## src/rtl/stream_pipe_buffer_if.sv

```systemverilog
// Valid/ready stream bundle carrying one WIDTH-bit word per handshake.
interface stream_pipe_buffer_if #(
    parameter int unsigned WIDTH = 8
);
    logic [WIDTH-1:0] data;
    logic             valid;
    logic             ready;

    modport master (
        output data,
        output valid,
        input  ready
    );

    modport slave (
        input  data,
        input  valid,
        output ready
    );
endinterface

```

## src/rtl/stream_pipe_buffer.sv

```systemverilog
// DEPTH-entry elastic buffer between two valid/ready streams, with synchronous
// flush and an occupancy count; all state updates on the rising edge of clk.
module stream_pipe_buffer #(
    parameter int unsigned WIDTH = 8,
    parameter int unsigned DEPTH = 4,
    parameter int unsigned CW    = $clog2(DEPTH + 1)
) (
    input  logic                  clk,
    input  logic                  reset,
    input  logic                  flush,
    stream_pipe_buffer_if.slave   ingress,
    stream_pipe_buffer_if.master  egress,
    output logic [CW-1:0]         count
);
    localparam int unsigned PW = (DEPTH > 1) ? $clog2(DEPTH) : 1;

    logic [WIDTH-1:0] mem [DEPTH];
    logic [PW-1:0]    wr_ptr;
    logic [PW-1:0]    rd_ptr;
    logic             full;
    logic             empty;
    logic             push;
    logic             pop;

    // Explicit wrap so non-power-of-two depths index only valid entries.
    function automatic logic [PW-1:0] bump(input logic [PW-1:0] p);
        return (p == PW'(DEPTH - 1)) ? '0 : p + 1'b1;
    endfunction

    // Ready/valid come from registered count only, so no out_ready->in_ready path.
    assign full          = (count == CW'(DEPTH));
    assign empty         = (count == '0);
    assign ingress.ready = ~full;
    assign egress.valid  = ~empty;
    assign egress.data   = mem[rd_ptr];

    assign push = ingress.valid & ~full;
    assign pop  = egress.ready & ~empty;

    always_ff @(posedge clk) begin
        if (reset) begin
            count  <= '0;
            wr_ptr <= '0;
            rd_ptr <= '0;
            for (int unsigned i = 0; i < DEPTH; i++) begin
                mem[i] <= '0;
            end
        end else if (flush) begin
            count  <= '0;
            wr_ptr <= '0;
            rd_ptr <= '0;
        end else begin
            if (push) begin
                mem[wr_ptr] <= ingress.data;
                wr_ptr      <= bump(wr_ptr);
            end
            if (pop) begin
                rd_ptr <= bump(rd_ptr);
            end
            if (push && !pop) begin
                count <= count + 1'b1;
            end else if (pop && !push) begin
                count <= count - 1'b1;
            end
        end
    end
endmodule

```

## src/flat_wrapper.sv

```systemverilog
// flat-port wrapper written by rule: the top's interface ports become plain ports
module stream_pipe_buffer_flat 
#(
    parameter int unsigned WIDTH = 8,
    parameter int unsigned DEPTH = 4,
    parameter int unsigned CW    = $clog2(DEPTH + 1)
)
  (clk, reset, flush, count, ingress_data, ingress_valid, ingress_ready, egress_data, egress_valid, egress_ready);
  stream_pipe_buffer_if #(.WIDTH(WIDTH)) ingress_i ();
  stream_pipe_buffer_if #(.WIDTH(WIDTH)) egress_i ();
  input  logic clk;
  input  logic reset;
  input  logic flush;
  output logic [CW-1:0] count;
  input wire logic [$bits(ingress_i.data)-1:0] ingress_data;
  input wire logic [$bits(ingress_i.valid)-1:0] ingress_valid;
  output wire logic [$bits(ingress_i.ready)-1:0] ingress_ready;
  output wire logic [$bits(egress_i.data)-1:0] egress_data;
  output wire logic [$bits(egress_i.valid)-1:0] egress_valid;
  input wire logic [$bits(egress_i.ready)-1:0] egress_ready;
  assign ingress_i.data = ingress_data;
  assign ingress_i.valid = ingress_valid;
  assign ingress_ready = ingress_i.ready;
  assign egress_data = egress_i.data;
  assign egress_valid = egress_i.valid;
  assign egress_i.ready = egress_ready;
  stream_pipe_buffer #(.WIDTH(WIDTH), .DEPTH(DEPTH), .CW(CW)) u_core (.clk(clk), .reset(reset), .flush(flush), .ingress(ingress_i), .egress(egress_i), .count(count));
endmodule
```

## config.mk

```make
export PLATFORM = sky130hd
export DESIGN_NAME = stream_pipe_buffer_flat
export DESIGN_NICKNAME = d
export VERILOG_FILES = /design/src/rtl/stream_pipe_buffer_if.sv /design/src/rtl/stream_pipe_buffer.sv /design/src/flat_wrapper.sv
export SDC_FILE = /design/constraint.sdc
export NUM_CORES = 1
export LEC_CHECK = 0
export ABC_AREA = 1
export ABC_CLOCK_PERIOD_IN_PS = 2300
export CORE_MARGIN = 3
export CORE_UTILIZATION = 48
export DETAILED_ROUTE_END_ITERATION = 8
export GPL_TIMING_DRIVEN = 0
export PLACE_DENSITY = 0.77
export SETUP_SLACK_MARGIN = 0.2
export SYNTH_ARGS = -nofsm -noshare
export SYNTH_HDL_FRONTEND = slang
export SYNTH_SLANG_ARGS = --single-unit
```

## constraint.sdc

```tcl
create_clock -name clk -period 2.3 [get_ports clk]
set_input_delay 0.575 -clock clk [delete_from_list [all_inputs] [get_ports clk]]
set_output_delay 0.575 -clock clk [all_outputs]
set_load 0.1 [all_outputs]
```

==> flow_summary.json <==
{
  "critPathKind": "reg2out",
  "cts_tree": "built",
  "wl_per_cell_um": 16.3,
  "finalClockSkew_ns": 0.00954,
  "async_reset_ff_frac": 0,
  "final_common_cell": "nor2_1",
  "grt_max_degree": 14,
  "gr-total-overflow": 0,
  "rsz0062_at_grt": "yes",
  "crit_path_max_fanout": 4,
  "power_uw": 1910,
  "area_growth_pct": 38.0,
  "die_h_um": 67.9,
  "nets": 236,
  "placed_area_um2": 2310,
  "relSlewSlack": 0.583,
  "p_leak_uw": 0.00102,
  "avgViaCountPerCell": 5.48,
  "rows": 21,
  "avgSynthCellArea_um2": 10.0,
  "cts_htree_levels": 2,
  "maxSlewViolCount": 0,
  "clock.fmax_mhz": 487,
  "syn-cell-area_um2": 1840,
  "setup_viol": 0,
  "hpwl_um": 2900,
  "dp_slack_ns": -0.585,
  "core_area_um2": 3520,
  "power_frac_clock": 0.295,
  "clk_pin_slew_ns": 0.07,
  "antenna_left": 0,
  "wl_um": 4340,
  "grt_pass1_wl_um": 7260,
  "ys_ff_latch": 41,
  "status": "finished, final reports clean",
  "die_area_um2": 4610,
  "drtPass1Iterations": 4,
  "pwr-share-comb": 0.254,
  "cp.arrival_ns": 1.48,
  "yosys_most_used_dff": "edfxtp_1",
  "drc": 0,
  "cts-root-buf": "clkbuf_8",
  "sw_frac_of_total": 0.315,
  "antenna_cells": 0,
  "initial_core_util": 0.523,
  "first_iter_violations": 117,
  "cap_violations": 0,
  "hold_path.class": "reg2reg",
  "postSynthCellCount": 184,
  "synth.net_count": 201,
  "num-fill-cells": 263,
  "clock_latency_ns": 0.30,
  "cts_buffers": 5,
  "yosysWarnings": 0,
  "clock-sinks": 41,
  "finalWeightedCongestion": 0.812,
  "required_ns": 1.73,
  "period_share": 0.893,
  "hold_viol": 0,
  "antenna_found_initial": 0,
  "design_area_um2": 2540,
  "switchingPower_uw": 602,
  "layout_setup_ws_ns": 0.246,
  "power_density_nw_per_um2": 752,
  "power_frac_seq": 0.451,
  "num_vias": 1457,
  "p_int_uw": 1310,
  "pin_count": 26,
  "peakVddDrop_mv": 0.437,
  "die-width_um": 67.9,
  "io_buffer_count": 25,
  "tightestPinTransition_ns": 0.625,
  "clock_path_buffers": 2,
  "final_cell_mix": "nor2_1, edfxtp_1, inv_1",
  "seq_area_frac_synth": 0.620,
  "drive_gt1_frac": 0.259,
  "crit_path_end_kind": "primary output",
  "ys_types": 21,
  "grt_pass1_vias": 1493,
  "period_minus_slack_ns": 2.05,
  "startpoint_type": "register",
  "track_usage": 0.224,
  "synth_edf_count": 32
}
==> cell families (layout without fill, tap and decap cells) <==
| family | Yosys count | in the layout | synth area share |
|---|---|---|---|
| DFF | 41 | 41 | 0.620 |
| adders and majority gates | 4 | 4 | 0.0313 |
| and+or+nand+nor | 83 | 83 | 0.199 |
| AOI/OAI and AO/OA | 33 | 33 | 0.101 |
| buffers and inverters | 23 | 59 | 0.0483 |
==> metal layers <==
metal | GRT usage | part of all wire | routed length (um) | up-vias
li1 | - | - | - | 701
met1 | 0.253 | 0.38 | 1650 | 706
met2 | 0.400 | 0.56 | 2430 | 42
met3 | 0.0509 | 0.044 | 190 | 8
met4 | 0.0968 | 0.016 | 71 | 0
met5 | 0 | 0 | 0 | -
==> sequential cells by signal (all words and copies together) (netlist names), named ones only <==
name	flops
u_core.count	3
u_core.wr_ptr	2
u_core.rd_ptr	2
u_core.mem	32
==> final cells by class <==
class	instances	area, um^2	share of cell area
clock inverters	2	35.0	0.0138
clock buffers	6	72.6	0.0286
plain buffers	3	26.3	0.0103
repair buffers	28	325	0.128
multi-input cells	120	793	0.312
inverters	20	75.1	0.0296
flip-flops and latches	41	1150	0.455
well taps	46	57.6	0.0227
==> worst paths after layout <==
| check | start | cells after the start | end | slack, ns |
|---|---|---|---|---|
| max reg2reg | u_core.count[1]$_SDFFE_PP0P_ | 11 | u_core.count[2]$_SDFFE_PP0P_ | 0.38 |
| min reg2reg | u_core.rd_ptr[0]$_SDFFE_PP0P_ | 2 | register | 0.50 |
| max | u_core.count[1]$_SDFFE_PP0P_ | 3 | ingress_ready | 0.25 |
| min | u_core.rd_ptr[0]$_SDFFE_PP0P_ | 2 | register | 0.50 |
==> worst max-delay path, cell delays in order (launching register included) <==
cell	delay, ns
dfxtp_4	0.37
nor2_4	0.24
nand2_4	0.10
clkdlybuf4s15_2	0.48
==> synth_stat cells (all sizes together) (2+ instances only) <==
cell type	number	area, um^2
a21oi	5	36.3
buf	2	10.0
dfxtp	9	180
edfxtp	32	961
ha	3	37.5
inv	20	75.1
nand2	17	63.8
nand3	3	15.0
nand4	4	43.8
nor2	50	198
nor3	8	40.0
o21ai	20	100
o22ai	8	50.1
==> power groups by stage <==
stage / Clock, uW / Sequential, uW / Combinational (uW)
2_1_floorplan: 0 / 907 / 309
3_3_place_gp: 0 / 875 / 439
3_5_place_dp: 0 / 878 / 450
4_1_cts: 579 / 862 / 474
5_1_grt: 613 / 866 / 511
6_report: 564 / 861 / 484
==> metrics by stage <==
stage          setup TNS, ns   util  cells  hold WS, ns
2_1_floorplan              0      -    184        0.453
4_1_cts                    0  0.710    266        0.496
5_1_grt                    0  0.721    266        0.526
6_report                   0  0.721    266        0.497
3_3_place_gp           -8.66  0.657    255        0.471
3_5_place_dp          -10.14  0.657    255        0.487
==> timing repair <==
action                                  4_1_cts  5_1_grt
pin swaps                                     1        0
hold buffers                                  0        0
endpoints found under the setup margin       39       34
buffers inserted                              3        0
resized for setup                            85       13
(Power assumes the default switching activity.)
